$ cat config.mk
export PLATFORM = sky130hd
export DESIGN_NAME = parser_rule_loader
export DESIGN_NICKNAME = d
export VERILOG_FILES = /design/src/rtl/parser_rule_loader.sv
export SDC_FILE = /design/constraint.sdc
export NUM_CORES = 1
export LEC_CHECK = 0
export ABC_AREA = 1
export BUFFER_PORTS_ARGS = -buffer_cell sky130_fd_sc_hd__buf_2
export CORE_MARGIN = 1.5
export CORE_UTILIZATION = 52
export DETAILED_ROUTE_END_ITERATION = 8
export PLACE_DENSITY = 0.95
export SLEW_MARGIN = 20
export SYNTH_ARGS = -nofsm -noshare
export SYNTH_HDL_FRONTEND = slang
export SYNTH_SLANG_ARGS = --single-unit
$ cat constraint.sdc
create_clock -name i_clk -period 2.15 [get_ports i_clk]
set_input_delay 0.215 -clock i_clk [delete_from_list [all_inputs] [get_ports i_clk]]
set_output_delay 0.215 -clock i_clk [all_outputs]
set_load 0.02 [all_outputs]
$ cat src/rtl/parser_rule_loader.sv
// Rule-bus master: turns one host command at a time into a single-cycle rule write/read strobe
// and returns one response (read data or timeout/verify error). Optional: RULE_LOADER_WR_VERIFY_EN.
module parser_rule_loader #(
    parameter int RD_TIMEOUT   = 16,
    parameter int WR_CNT_WIDTH = 16
) (
    input  logic                    i_clk,
    input  logic                    i_rst_n,
    input  logic                    i_cmd_valid,
    output logic                    o_cmd_ready,
    input  logic                    i_cmd_write,
    input  logic [31:0]             i_cmd_addr,
    input  logic [31:0]             i_cmd_wdata,
    output logic                    o_rsp_valid,
    input  logic                    i_rsp_ready,
    output logic [31:0]             o_rsp_rdata,
    output logic                    o_rsp_err,
    output logic                    o_rule_wren,
    output logic                    o_rule_rden,
    output logic [31:0]             o_rule_addr,
    output logic [31:0]             o_rule_wdata,
    input  logic                    i_rule_rdata_valid,
    input  logic [31:0]             i_rule_rdata,
    output logic                    o_busy,
    output logic [WR_CNT_WIDTH-1:0] o_wr_cnt,
    output logic [7:0]              o_err_cnt,
    output logic [2:0]              o_dbg_state
);

    localparam int CW = (RD_TIMEOUT > 1) ? $clog2(RD_TIMEOUT) : 1;

    // Handshakes: a transfer happens on a rising edge where valid and ready are both high;
    // valid never waits on ready, and the response fields stay stable while valid is held.
    typedef enum logic [2:0] {
        S_IDLE      = 3'd0,
        S_WR        = 3'd1,
        S_RD        = 3'd2,
        S_RD_WAIT   = 3'd3,
        S_RSP       = 3'd4
`ifdef RULE_LOADER_WR_VERIFY_EN
        ,
        S_VRFY_RD   = 3'd5,
        S_VRFY_WAIT = 3'd6
`endif
    } state_e;

    state_e                  state_q, state_d;
    logic [31:0]             addr_q, addr_d;
    logic [31:0]             wdata_q, wdata_d;
    logic                    wren_q, wren_d;
    logic                    rden_q, rden_d;
    logic [CW-1:0]           wait_cnt_q, wait_cnt_d;
    logic [31:0]             rdata_q, rdata_d;
    logic                    err_q, err_d;
    logic [WR_CNT_WIDTH-1:0] wr_cnt_q, wr_cnt_d;
    logic [7:0]              err_cnt_q, err_cnt_d;
    logic                    wait_expired;

    // Last permitted wait cycle: the counter starts at 0 in the first wait cycle.
    assign wait_expired = (wait_cnt_q == CW'(RD_TIMEOUT - 1));

    always_comb begin
        state_d    = state_q;
        addr_d     = addr_q;
        wdata_d    = wdata_q;
        wait_cnt_d = wait_cnt_q;
        rdata_d    = rdata_q;
        err_d      = err_q;
        wr_cnt_d   = wr_cnt_q;
        err_cnt_d  = err_cnt_q;
        case (state_q)
            S_IDLE: begin
                if (i_cmd_valid) begin
                    addr_d  = i_cmd_addr;
                    wdata_d = i_cmd_wdata;
                    state_d = i_cmd_write ? S_WR : S_RD;
                end
            end
            S_WR: begin
                wr_cnt_d = wr_cnt_q + WR_CNT_WIDTH'(1);
`ifdef RULE_LOADER_WR_VERIFY_EN
                state_d  = S_VRFY_RD;
`else
                rdata_d  = 32'd0;
                err_d    = 1'b0;
                state_d  = S_RSP;
`endif
            end
            S_RD: begin
                wait_cnt_d = '0;
                state_d    = S_RD_WAIT;
            end
            S_RD_WAIT: begin
                if (i_rule_rdata_valid) begin
                    rdata_d = i_rule_rdata;
                    err_d   = 1'b0;
                    state_d = S_RSP;
                end else if (wait_expired) begin
                    rdata_d = 32'd0;
                    err_d   = 1'b1;
                    state_d = S_RSP;
                end else begin
                    wait_cnt_d = wait_cnt_q + CW'(1);
                end
            end
`ifdef RULE_LOADER_WR_VERIFY_EN
            S_VRFY_RD: begin
                wait_cnt_d = '0;
                state_d    = S_VRFY_WAIT;
            end
            S_VRFY_WAIT: begin
                if (i_rule_rdata_valid) begin
                    rdata_d = i_rule_rdata;
                    err_d   = (i_rule_rdata != wdata_q);
                    state_d = S_RSP;
                end else if (wait_expired) begin
                    rdata_d = 32'd0;
                    err_d   = 1'b1;
                    state_d = S_RSP;
                end else begin
                    wait_cnt_d = wait_cnt_q + CW'(1);
                end
            end
`endif
            S_RSP: begin
                if (i_rsp_ready) begin
                    if (err_q && (err_cnt_q != 8'hFF)) begin
                        err_cnt_d = err_cnt_q + 8'd1;
                    end
                    state_d = S_IDLE;
                end
            end
            default: state_d = S_IDLE;
        endcase
    end

    // Strobes are decoded from the next state so they leave a flop aligned with WR/RD.
    always_comb begin
        wren_d = (state_d == S_WR);
        rden_d = (state_d == S_RD);
`ifdef RULE_LOADER_WR_VERIFY_EN
        rden_d = rden_d || (state_d == S_VRFY_RD);
`endif
    end

    always_ff @(posedge i_clk or negedge i_rst_n) begin
        if (!i_rst_n) begin
            state_q    <= S_IDLE;
            addr_q     <= 32'd0;
            wdata_q    <= 32'd0;
            wren_q     <= 1'b0;
            rden_q     <= 1'b0;
            wait_cnt_q <= '0;
            rdata_q    <= 32'd0;
            err_q      <= 1'b0;
            wr_cnt_q   <= '0;
            err_cnt_q  <= 8'd0;
        end else begin
            state_q    <= state_d;
            addr_q     <= addr_d;
            wdata_q    <= wdata_d;
            wren_q     <= wren_d;
            rden_q     <= rden_d;
            wait_cnt_q <= wait_cnt_d;
            rdata_q    <= rdata_d;
            err_q      <= err_d;
            wr_cnt_q   <= wr_cnt_d;
            err_cnt_q  <= err_cnt_d;
        end
    end

    assign o_cmd_ready  = (state_q == S_IDLE);
    assign o_rsp_valid  = (state_q == S_RSP);
    assign o_busy       = (state_q != S_IDLE);
    assign o_rsp_rdata  = rdata_q;
    assign o_rsp_err    = err_q;
    assign o_rule_wren  = wren_q;
    assign o_rule_rden  = rden_q;
    assign o_rule_addr  = addr_q;
    assign o_rule_wdata = wdata_q;
    assign o_wr_cnt     = wr_cnt_q;
    assign o_err_cnt    = err_cnt_q;
    assign o_dbg_state  = state_q;

endmodule

# Word-level counts from Yosys, hierarchy flattened
# Cells that the tools add are included.
# totals
regBits	130
wordCells	48
# op_classes
n_addsub	3
eq_ne	11
muxes	15
reduce_logical	9
# ops
op	count
$mux 32	2
$pmux 32 s2	1
$add 16x1->16 const B	1
$pmux 3 s5	1
$mux 3	4
$eq 3x2->1 const B	3
$add 8x1->8 const B	1
$mux 4	2
$ne 8x8->1 const B	1
$pmux 4 s2	1
$eq 3x1->1 const B	2
$reduce_and 3->1	2
$add 4x1->4 const B	1
$eq 4x4->1 const B	1
$ne 2x2->1 const B	2
$reduce_and 2->1	2
$reduce_bool 2->1	2
$eq 3x3->1 const B	1
$logic_not 3->1	1
$ne 3x3->1 const B	1
$reduce_bool 3->1	1
$mux 1	2
$mux 2	1
$pmux 1 s2	1
$logic_and 1x1->1	1

# Depth between registers and ports, before layout
# Gate-level depths: netlist of run 1.
# depth
word_depth	5
mapped_depth	8

# Worst setup path before layout of run 1
# OpenSTA, ideal clock, no wires.
# synth_path
path_type	flip-flop to flip-flop
from	reg state_q[1] (netlist: o_dbg_state[1])
to	reg addr_q[0] (netlist: o_rule_addr[0])
arrival_ns	1.362
setup_slack_ns	0.671
stages_incl_launch_ff	9
n_path_buf	2
path_cell_list	dfrtp_1 > nor2_2 > nand2_2 > nor2_2 > inv_2 > buf_4 > buf_2 > nand2_1 > nand2_1
# synth_between
elab_chain_cells	2
# synth_rtl
element	line_no	rtl
start, declared	47	state_e state_q, state_d;
start signal, assigned	159	state_q <= state_d;
$logic_not 3->1	71	case (state_q)
$reduce_and 2->1 (no line)	--	
end signal, assigned	160	addr_q <= addr_d;
end, declared	48	logic [31:0] addr_q, addr_d;
# No other way between the ends.
# A chain may end at the register's enable or synchronous reset.

# Worst setup path in the final report of run 1
# layout_path
from	reg state_q[0] (netlist: o_dbg_state[0])
to	reg addr_q[23] (netlist: o_rule_addr[23])
# The elaborated chain is that of the path after synthesis.

==> out/metrics.sh, run 1 <==
YS_TOP_CELLS_BY_AREA='dfrtp_1 (59%), nand2_1 (23%), nand3_1 (3.8%)'
HP-START='i_rule_rdata_valid'
RSZ0062_AT_GRT='false'
MAPPEDNETLISTAREA_SQ_UM=5500
DIE_H_UM=106
ROUTE.DETAILED.DRC=0
DIE_W_UM=106
VIAS=5702
PIN_COUNT=231
CP.ARRIVAL_NS=2.30
DIEAREA_SQ_UM=11200
NUMCLOCKSINKS=130
FIRST_ITER_VIOLATIONS=392
FIN_SETUP_TNS_NS=0
FIN_WS_NS=0.275
POST_SYNTH.CELL_AREA_AVG_SQ_UM=8.55
GLOBAL_ROUTE_WIRE_LENGTH_BEFORE_REPAIR_UM=27900
FINAL-SEQ-AREA_SQ_UM=3250
CTS-BUFFERS-INSERTED=17
FINAL_CELL_AREA_SQ_UM=8290
YOSYS_WARNINGS=0
MET2_WIRELENGTH_UM=8930
CTS-RESIZED-GATES=0
REQUIRED_NS=2.57
HOLD_VIOL_FINAL=0
DRIVE_ABOVE_1_SHARE_PCT=29.0
AREA_GROWTH_PCT=50.8
WORST-SETUP-PATH-TYPE='reg -> reg'
WORST_HOLD_PATH.NUM_CELLS=4
POST_CTS_SETUP_BUFFER_COUNT=0
YOSYS-TOP-CELLS-COUNT='nand2_1 (341), dfrtp_1 (130), nand3_1 (42), nor2_1 (27), inv_1 (24)'
SYNTHFLOPTYPE='dfrtp_1'
GRT_START_MAX_NET_PINS=67
POWER_PER_CELL_AREA_nW_PER_UM2=1370
POST-ROUTE-MIN-PERIOD_NS=1.87
WORSTREGTOREGCELLS=6
YS_SEQ_AREA_SHARE_PCT=59.2
CTS_ROOT_BUF='clkbuf_8'
SYNTH_EDF_COUNT=0
ROW_COUNT=37
LAYOUT.NETS=1080
SYNTHESIS.NETS=748
GR-TOTAL-OVERFLOW=0
PORT_BUFS=230
INITIAL_CORE_UTIL_PCT=53.5
CTS.CLK_SLEW.WORST_PATHS_NS=0.06
REG2REG_FROM='o_dbg_state[0]$_DFF_PN0_'
SLEW_VIOL_FINAL=0
FINALCLOCKSKEW_NS=0.00950
TIMING.CRITICAL_PATH.FROM_TYPE='register'
MAX-CLOCK-PATH-BUFFERS=2
POST_SYNTH_INST_COUNT=643
SYNTH_LARGEST_TYPE_AREA_FRACTION_PCT=59.2
TOPROUTINGLAYERUSED='met4'
HTREE_NUM_LEVELS=4
ASYNC_FLOP_SHARE_PCT=100
PLACE_HPWL_UM=9810
MULTI_INPUT_COMB_AREA_SQ_UM=1990
DETAIL_ROUTE.FIRST_PASS.ITERATIONS=5
POST-ROUTE-PERIOD-UTIL_PCT=87.2
GRT_PASS1_VIAS=5835
MIN_DELAY_WORST_ENDPOINT='o_rsp_err$_DFFE_PN0P_'
TOTAL_CORE_AREA_SQ_UM=10300
NUMBER_OF_ANTENNA_VIOLATIONS_AT_THE_FIRST_CHECK_IN_GLOBAL_ROUTING=1
CRIT-REG2REG-CAPTURE='o_rule_addr[23]$_DFFE_PN0P_'
POSTSYNTHREGISTERBITS=130
CRITICAL_PATH.ENDPOINT_TYPE='register'
GRT_USAGE_PCT=32.4
FMAXACHIEVABLE_MHz=533
MAX-SLEW-MARGIN-REL_PCT=29.8
WL_MET1_UM=6560
GLOBALPLACE.CONGESTION=0.773
ROUTEDWLPERCELL_UM=15.9
WORSTHOLDPATHTYPE='in -> reg'
IR_DROP_WORST_CASE_VDD_mV=0.766
YOSYS.AREA.TOP_TYPE='dfrtp_1'
REPORT.FINAL.SETUP_VIOL=0
POST_DRT_VIA_CELL_RATIO=5.08
TRITONCTS='yes'
ROUTED_WIRELENGTH_UM=17800
DPL_CELL_AREA_SQ_UM=6760
FILLER_CELL_COUNT=626
TIMING.REG2REG.SETUP_SLACK_NS=0.28
SYNTHMOSTINSTANTIATEDCELL='nand2_1'
MET3ROUTEDLENGTH_UM=1360
CRIT_PATH_MAX_FANOUT=66
P_LEAK_uW=0.00471
WORST_SKEW_PAIR.LATE_LATENCY_NS=0.49
TIGHTEST_SLEW_NS=1.05
DETAIL-ROUTE-ANTENNA-NETS=0
DP_SLACK_NS=0.381
STATUS='completed'
MAXCAPVIOLATIONS=0
SYNTH_CELL_TYPES=26
[metal layers]
layer	track usage (%)	vias up
li1	-	2653
met1	36.1	2666
met2	55.4	306
met3	7.98	77
met4	20.9	0
met5	0	-
[cell type report]
cell class              instances  share of cell area, %
clock inverters                12                   1.42
clock buffers                  18                   5.16
inverters                      28                   1.27
multi-input cells             461                   24.0
diodes                          1                 0.0302
repair buffers                337                   26.8
well taps                     136                   2.05
flip-flops and latches        130                   39.3
[sequential cells by signal, summed over array words and instances, names as in the netlist]
name and flops:
wait_cnt_q 4, o_rule_wdata 32, o_rule_wren 1, o_rsp_err 1
o_rule_addr 32, o_dbg_state 3, o_rsp_rdata 32, o_err_cnt 8
o_rule_rden 1, o_wr_cnt 16
[power breakdown]
| group | switching (uW) | internal, uW |
|---|---|---|
| sequential | 680 | 3440 |
| clock | 1010 | 1650 |
| combinational | 3180 | 1430 |
[stage by stage]
step                      hold WS (ns)  power (uW)  utilization, %  std cells
after detailed placement         0.219        8350            65.8        994
after floorplan                -0.0806        6780               -        643
after CTS                       0.0609       11200            80.6       1122
final                           0.0791       11400            80.6       1123
after global placement           0.222        8170            65.8        994
after global routing            0.0621       12000            80.6       1123
[placed cells by master (no fill, tap or decap), drive strengths merged]
cell type | synthesis | routed
o311ai | 1 | 1
clkbuf | 6 | 18
nand2 | 343 | 343
clkinv | 0 | 7
nand3 | 44 | 44
a21oi | 1 | 1
dfrtp | 130 | 130
nor2 | 34 | 34
ha | 3 | 3
diode | 0 | 1
nand3b | 3 | 3
dlygate4sd3 | 0 | 98
clkinvlp | 0 | 3
a21boi | 1 | 1
or2 | 1 | 1
nand4 | 1 | 1
buf | 18 | 239
bufinv | 0 | 2
inv | 28 | 28
xor2 | 9 | 9
o21ai | 15 | 15
xnor2 | 5 | 5
[how the worst max path moves through the flow]
stage,startpoint,to,slack (ns),cells past startpoint
finish,o_dbg_state[0]$_DFF_PN0_,o_rule_addr[23]$_DFFE_PN0P_,0.28,6
global route,o_dbg_state[2]$_DFF_PN0_,o_rule_wdata[2]$_DFFE_PN0P_,0.14,6
CTS,o_dbg_state[0]$_DFF_PN0_,o_dbg_state[0]$_DFF_PN0_,0.36,5
detailed placement,o_dbg_state[0]$_DFF_PN0_,o_dbg_state[0]$_DFF_PN0_,0.38,5
global placement,o_dbg_state[0]$_DFF_PN0_,o_dbg_state[0]$_DFF_PN0_,0.43,5
floorplan,o_dbg_state[1]$_DFF_PN0_,o_rule_addr[0]$_DFFE_PN0P_,0.67,8
[what timing repair did]
item / in CTS / in global routing
hold buffers: 98 / 0
endpoints found under the hold margin: 151 / 0
endpoints found under the setup margin: 0 / 0
[kinds of logic after synthesis]
| group | Yosys count | share of synthesized area, % |
|---|---|---|
| buffers and inverters | 52 | 4.67 |
| AO/OA/AOI/OAI | 18 | 1.96 |
| XOR/XNOR | 14 | 2.23 |
| flip-flops | 130 | 59.2 |
| adder cells (fa/ha/maj) | 3 | 0.683 |
| AND/OR/NAND/NOR | 426 | 31.3 |
[worst max-delay path, stage by stage, from the launching register on]
cell and delay (ns):
dfrtp_1 0.45, nor2_2 0.07, nand2_2 0.12, nor2_4 0.05
inv_2 0.73, nand2_1 0.22, nand2_1 0.14
(Power assumes the default switching activity.)
==> run 2, diff against run 1 <==
--- a/config.mk
+++ b/config.mk
@@ -6,7 +6,7 @@
 export NUM_CORES = 1
 export LEC_CHECK = 0
 export ABC_AREA = 1
-export BUFFER_PORTS_ARGS = -buffer_cell sky130_fd_sc_hd__buf_2
+export BUFFER_PORTS_ARGS = -buffer_cell sky130_fd_sc_hd__buf_4
 export CORE_MARGIN = 1.5
 export CORE_UTILIZATION = 52
 export DETAILED_ROUTE_END_ITERATION = 8
==> out/metrics.sh, run 2 (synthesized netlist as in run 1, its figures left out) <==
STATUS='completed'
TIMING.CRITICAL_PATH.CELLS='nor2_2 > nand2_2 > nor2_4 > inv_2 > nand2_1 > nand2_1'
POST_DRT_VIA_CELL_RATIO=5.32
GR-TOTAL-OVERFLOW=0
CTS-RESIZED-GATES=0
CRITPATHBUFINV=1
HP-START='i_rsp_ready'
CRIT-REG2REG-CAPTURE='o_rule_wdata[5]$_DFFE_PN0P_'
AREA_GROWTH_PCT=61.2
FMAXACHIEVABLE_MHz=523
REG2REG_FROM='o_dbg_state[0]$_DFF_PN0_'
SWITCHING_SHARE_PCT=41.8
MIN_DELAY_WORST_ENDPOINT='o_dbg_state[2]$_DFF_PN0_'
HTREE_NUM_LEVELS=4
HOLD_SLACK_NS=0.0323
POST-ROUTE-PERIOD-UTIL_PCT=88.9
WORSTHOLDPATHTYPE='in -> reg'
REPORTED_NET_SWITCHING_POWER_uW=5160
MAX-CLOCK-PATH-BUFFERS=2
POWER.CLOCK.FRACTION_PCT=22.7
TOTAL_CORE_AREA_SQ_UM=10300
DETAIL-ROUTE-ANTENNA-NETS=0
MULTI_INPUT_COMB_AREA_SQ_UM=1990
MAXCAPVIOLATIONS=0
CRIT_SLOWEST_CELL='inv_2'
MAX-SLEW-MARGIN-REL_PCT=28.6
WORSTREGTOREGCELLS=6
CP.ARRIVAL_NS=2.33
CRIT_PATH_LARGEST_CELL_DELAY_NS=0.76
DP_SLACK_NS=0.348
IR_DROP_WORST_CASE_VDD_mV=0.947
CTS-BUFFERS-INSERTED=17
FIN_SETUP_TNS_NS=0
WORST_SKEW_PAIR.LATE_LATENCY_NS=0.50
LAYOUT_COMMONEST_CELL='nand2_1'
NUMCLOCKSINKS=130
P_LEAK_uW=0.00484
PIN_COUNT=231
ROUTE.DETAILED.DRC=0
SLEW_VIOL_FINAL=0
TIMING.CRITICAL_PATH.FROM_TYPE='register'
POST-ROUTE-MIN-PERIOD_NS=1.91
HOLD_VIOL_FINAL=0
MOST-COMMON-LAYOUT-CELLS='nand2_1 (341), buf_4 (234), dfrtp_1 (130), dlygate4sd3_1 (98), nand3_1 (42)'
PORT_BUFS=230
POWER_PER_CELL_AREA_nW_PER_UM2=1390
DRIVE_ABOVE_1_SHARE_PCT=28.9
NUMBER_OF_ANTENNA_VIOLATIONS_AT_THE_FIRST_CHECK_IN_GLOBAL_ROUTING=0
FIN_WS_NS=0.239
WORST-SETUP-PATH-TYPE='reg -> reg'
CRIT_PATH_MAX_FANOUT=66
PLACE_HPWL_UM=10600
DIE_H_UM=106
FILLER_CELL_COUNT=486
ROUTED_WIRELENGTH_UM=19600
ROUTEDWLPERCELL_UM=17.5
RSZ0062_AT_GRT='false'
ROW_COUNT=37
CRITPATHTOPFAMILY='buffers and inverters'
TIMING.REG2REG.SETUP_SLACK_NS=0.24
CTS.CLK_SLEW.WORST_PATHS_NS=0.06
FINAL-SEQ-AREA_SQ_UM=3250
POWER_REPORT.INTERNAL_TOTAL_uW=7170
DPL_CELL_AREA_SQ_UM=7310
CRITICAL_PATH.ENDPOINT_TYPE='register'
CTS_ROOT_BUF='clkbuf_8'
TIMING.CRITICAL_PATH.MODE_CELL='nand2_1'
COMBINATIONAL_POWER_SHARE_PCT=43.3
REPORT.FINAL.SETUP_VIOL=0
FINALCLOCKSKEW_NS=0.0112
LAYOUT.NETS=1077
FINAL_CELL_AREA_SQ_UM=8860
GLOBAL_ROUTE_WIRE_LENGTH_BEFORE_REPAIR_UM=30900
DIEAREA_SQ_UM=11200
VIAS=5958
GRT_USAGE_PCT=36.0
WORST_HOLD_PATH.NUM_CELLS=2
TRITONCTS='yes'
DIE_W_UM=106
REQUIRED_NS=2.57
ANTENNA_CELLS_INSERTED=0
DETAIL_ROUTE.FIRST_PASS.ITERATIONS=7
GRT_START_MAX_NET_PINS=67
FIRST_ITER_VIOLATIONS=364
FINAL_CORE_UTIL_PCT=86.3
SEQPWRFRAC_PCT=34.0
GLOBALPLACE.CONGESTION=0.787
GRT_PASS1_VIAS=6065
INITIAL_CORE_UTIL_PCT=53.5
TIGHTEST_SLEW_NS=1.07
==> run 2: cell type report <==
type | instances | area share, %
Inverter | 28 | 1.19
Multi-Input combinational cell | 461 | 22.5
Clock buffer | 19 | 4.98
Timing Repair Buffer | 334 | 31.2
Sequential cell | 130 | 36.7
Tap cell | 136 | 1.92
Clock inverter | 12 | 1.50
==> run 2: how the worst max path moves through the flow <==
stage,startpoint,to,slack [ns],cells past startpoint
2_1_floorplan,o_dbg_state[1]$_DFF_PN0_,o_rule_addr[0]$_DFFE_PN0P_,0.67,8
3_3_place_gp,o_dbg_state[0]$_DFF_PN0_,o_dbg_state[0]$_DFF_PN0_,0.42,5
3_5_place_dp,o_dbg_state[0]$_DFF_PN0_,o_rule_addr[15]$_DFFE_PN0P_,0.35,6
4_1_cts,o_dbg_state[0]$_DFF_PN0_,o_rule_addr[15]$_DFFE_PN0P_,0.34,6
5_1_grt,o_dbg_state[0]$_DFF_PN0_,o_rule_wdata[13]$_DFFE_PN0P_,0.1,6
6_report,o_dbg_state[0]$_DFF_PN0_,o_rule_wdata[5]$_DFFE_PN0P_,0.24,6
==> run 2: per-stage QoR <==
step / total power, uW / cells
after floorplan: 6780 / 643
after global placement: 8830 / 991
after detailed placement: 9050 / 991
after CTS: 12000 / 1120
after global routing: 12900 / 1120
final: 12300 / 1120
==> run 2: worst register-to-register path, stage by stage (launching register included) <==
cell and delay [ns]:
dfrtp_1 0.46, nor2_2 0.07, nand2_2 0.12, nor2_4 0.05
inv_2 0.76, nand2_1 0.22, nand2_1 0.16
==> run 2: power groups by stage <==
| stage | clock (uW) | sequential (uW) | combinational, uW |
|---|---|---|---|
| after global placement | 0 | 4060 | 4770 |
| after global routing | 2950 | 4280 | 5650 |
| after CTS | 2810 | 4090 | 5090 |
| final | 2800 | 4200 | 5340 |
| after floorplan | 0 | 5230 | 1560 |
| after detailed placement | 0 | 4100 | 4950 |
==> run 2: timing repair <==
item	in CTS	in global routing
hold buffers	98	0
endpoints found under the hold margin	144	0
setup buffers	0	0
==> run 2: layer usage <==
metal  GRT usage, %  part of all wire [%]  wire length, um
met1           39.8                    35             6930
met2           61.5                    50             9860
met3           9.77                   8.4             1660
met4           22.3                   6.1             1210
met5              0                     0                0
==> run 3, diff against run 2 <==
--- a/config.mk
+++ b/config.mk
@@ -7,8 +7,10 @@
 export LEC_CHECK = 0
 export ABC_AREA = 1
 export BUFFER_PORTS_ARGS = -buffer_cell sky130_fd_sc_hd__buf_4
+export CELL_PAD_IN_SITES_DETAIL_PLACEMENT = 0
+export CELL_PAD_IN_SITES_GLOBAL_PLACEMENT = 1
 export CORE_MARGIN = 1.5
-export CORE_UTILIZATION = 52
+export CORE_UTILIZATION = 37
 export DETAILED_ROUTE_END_ITERATION = 8
 export PLACE_DENSITY = 0.95
 export SLEW_MARGIN = 20
==> out/metrics.sh, run 3 (synthesized netlist as in run 1, its figures left out) <==
STATUS='completed'
FIRST_ITER_VIOLATIONS=231
TRITONCTS='yes'
FINALCLOCKSKEW_NS=0.00604
MOST-COMMON-LAYOUT-CELLS='nand2_1 (341), buf_4 (237), dfrtp_1 (130), dlygate4sd3_1 (54), nand3_1 (42)'
WORST-SETUP-PATH-TYPE='reg -> reg'
GRT_USAGE_PCT=20.4
POWER_PER_CELL_AREA_nW_PER_UM2=1390
ROUTED_WIRELENGTH_UM=15200
MAXCAPVIOLATIONS=0
MAX-CLOCK-PATH-BUFFERS=2
WORST_SKEW_PAIR.LATE_LATENCY_NS=0.41
ROUTE.DETAILED.DRC=0
REQUIRED_NS=2.50
CTS-RESIZED-GATES=0
DIE_W_UM=125
GLOBAL_ROUTE_WIRE_LENGTH_BEFORE_REPAIR_UM=25600
POST-ROUTE-MIN-PERIOD_NS=1.66
CRIT_PATH_MAX_FANOUT=64
ROW_COUNT=44
TOTAL_CORE_AREA_SQ_UM=14500
DRIVE_ABOVE_1_SHARE_PCT=30.2
REG2REG_FROM='o_dbg_state[0]$_DFF_PN0_'
AREA_GROWTH_PCT=54.9
WORSTHOLDPATHTYPE='in -> reg'
CRIT-REG2REG-CAPTURE='o_rule_wdata[30]$_DFFE_PN0P_'
DETAIL_ROUTE.FIRST_PASS.ITERATIONS=6
MIN_DELAY_WORST_ENDPOINT='o_rule_wdata[17]$_DFFE_PN0P_'
MAX-SLEW-MARGIN-REL_PCT=55.9
HP-START='i_cmd_wdata[17]'
CRITICAL_PATH.ENDPOINT_TYPE='register'
POST-ROUTE-PERIOD-UTIL_PCT=77.3
LAYOUT_COMMONEST_CELL='nand2_1'
P_LEAK_uW=0.00467
NUMBER_OF_ANTENNA_VIOLATIONS_AT_THE_FIRST_CHECK_IN_GLOBAL_ROUTING=0
DIE_H_UM=125
GLOBALPLACE.CONGESTION=0.761
CP.ARRIVAL_NS=2.01
RSZ0062_AT_GRT='false'
GR-TOTAL-OVERFLOW=0
HOLD_VIOL_FINAL=0
DETAIL-ROUTE-ANTENNA-NETS=0
FMAXACHIEVABLE_MHz=602
WORSTREGTOREGCELLS=7
VIAS=5152
POST_DRT_VIA_CELL_RATIO=4.57
TIGHTEST_SLEW_NS=0.661
GRT_PASS1_VIAS=5117
IR_DROP_WORST_CASE_VDD_mV=0.886
CTS.CLK_SLEW.WORST_PATHS_NS=0.06
HOLD_SLACK_NS=0.0257
TIMING.CRITICAL_PATH.MODE_CELL='nand2_1'
FINAL-SEQ-AREA_SQ_UM=3250
HTREE_NUM_LEVELS=4
FIN_SETUP_TNS_NS=0
MULTI_INPUT_COMB_AREA_SQ_UM=1990
NUMCLOCKSINKS=130
INITIAL_CORE_UTIL_PCT=37.8
PLACE_HPWL_UM=9960
GRT_START_MAX_NET_PINS=65
CTS_ROOT_BUF='clkbuf_16'
REPORT.FINAL.SETUP_VIOL=0
CRIT_SLOWEST_CELL='buf_4'
SLEW_VIOL_FINAL=0
WORST_HOLD_PATH.NUM_CELLS=3
TIMING.REG2REG.SETUP_SLACK_NS=0.49
TIMING.CRITICAL_PATH.FROM_TYPE='register'
CTS-BUFFERS-INSERTED=17
ANTENNA_CELLS_INSERTED=0
PORT_BUFS=230
DIEAREA_SQ_UM=15600
LAYOUT.NETS=1036
ROUTEDWLPERCELL_UM=13.5
TIMING.CRITICAL_PATH.CELLS='nor2_2 > nand2_2 > nor2_4 > inv_2 > buf_4 > nand2_1 > nand2_1'
FILLER_CELL_COUNT=1255
CRIT_PATH_LARGEST_CELL_DELAY_NS=0.52
PIN_COUNT=231
-- run 3: repair_timing --
| action | in CTS | in global routing |
|---|---|---|
| hold endpoints to repair | 87 | 0 |
| buffers inserted | 0 | 0 |
| hold buffers | 54 | 0 |
-- run 3: how the worst max path moves through the flow --
stage / startpoint / to / slack (ns) / cells past startpoint
after floorplan: o_dbg_state[1]$_DFF_PN0_ / o_rule_addr[0]$_DFFE_PN0P_ / 0.67 / 8
after global placement: o_dbg_state[1]$_DFF_PN0_ / o_rule_wdata[7]$_DFFE_PN0P_ / 0.55 / 7
after detailed placement: o_dbg_state[0]$_DFF_PN0_ / o_rule_addr[20]$_DFFE_PN0P_ / 0.53 / 7
after CTS: o_dbg_state[0]$_DFF_PN0_ / o_rule_addr[20]$_DFFE_PN0P_ / 0.51 / 7
after global routing: o_dbg_state[0]$_DFF_PN0_ / o_rule_wdata[25]$_DFFE_PN0P_ / 0.30 / 7
final: o_dbg_state[0]$_DFF_PN0_ / o_rule_wdata[30]$_DFFE_PN0P_ / 0.49 / 7
-- run 3: critical path: cells and delay by family, from the launching register on --
| family | cells | cell delay (ns) |
|---|---|---|
| buf+inv | 2 | 0.58 |
| simple gates | 5 | 0.51 |
| flops | 1 | 0.47 |
-- run 3: routing by layer --
layer	GRT usage (%)	up-vias	part of all wire, %
met2	32.5	199	47
met3	7.39	25	8.7
met5	0	-	0
li1	-	2553	-
met4	8.09	0	2.1
met1	25.3	2375	42
-- run 3: final cells by class --
| cell class | instances | area share (%) |
|---|---|---|
| clock buffer | 22 | 5.45 |
| clock inverter | 10 | 1.28 |
| inverter | 28 | 1.23 |
| multi-input combinational | 461 | 23.4 |
| sequential | 130 | 38.2 |
| tap | 184 | 2.70 |
| timing repair buffer | 293 | 27.7 |
-- run 3: power by group --
| part | total, uW | switching [uW] | internal [uW] |
|---|---|---|---|
| clock network | 2780 | 1030 | 1760 |
| registers | 4090 | 647 | 3440 |
| logic | 4980 | 2990 | 1990 |
-- run 3: stage by stage --
stage / instances / total power [uW] / utilization, % / cell area (sq um) / setup WS [ns]
floorplan: 643 / 6780 / - / 5500 / 0.671
global placement: 1042 / 8930 / 50.9 / 7400 / 0.552
detailed placement: 1042 / 9010 / 50.9 / 7400 / 0.527
CTS: 1128 / 11900 / 58.6 / 8510 / 0.512
global route: 1128 / 12700 / 58.6 / 8510 / 0.296
finish: 1128 / 11900 / 58.6 / 8510 / 0.488
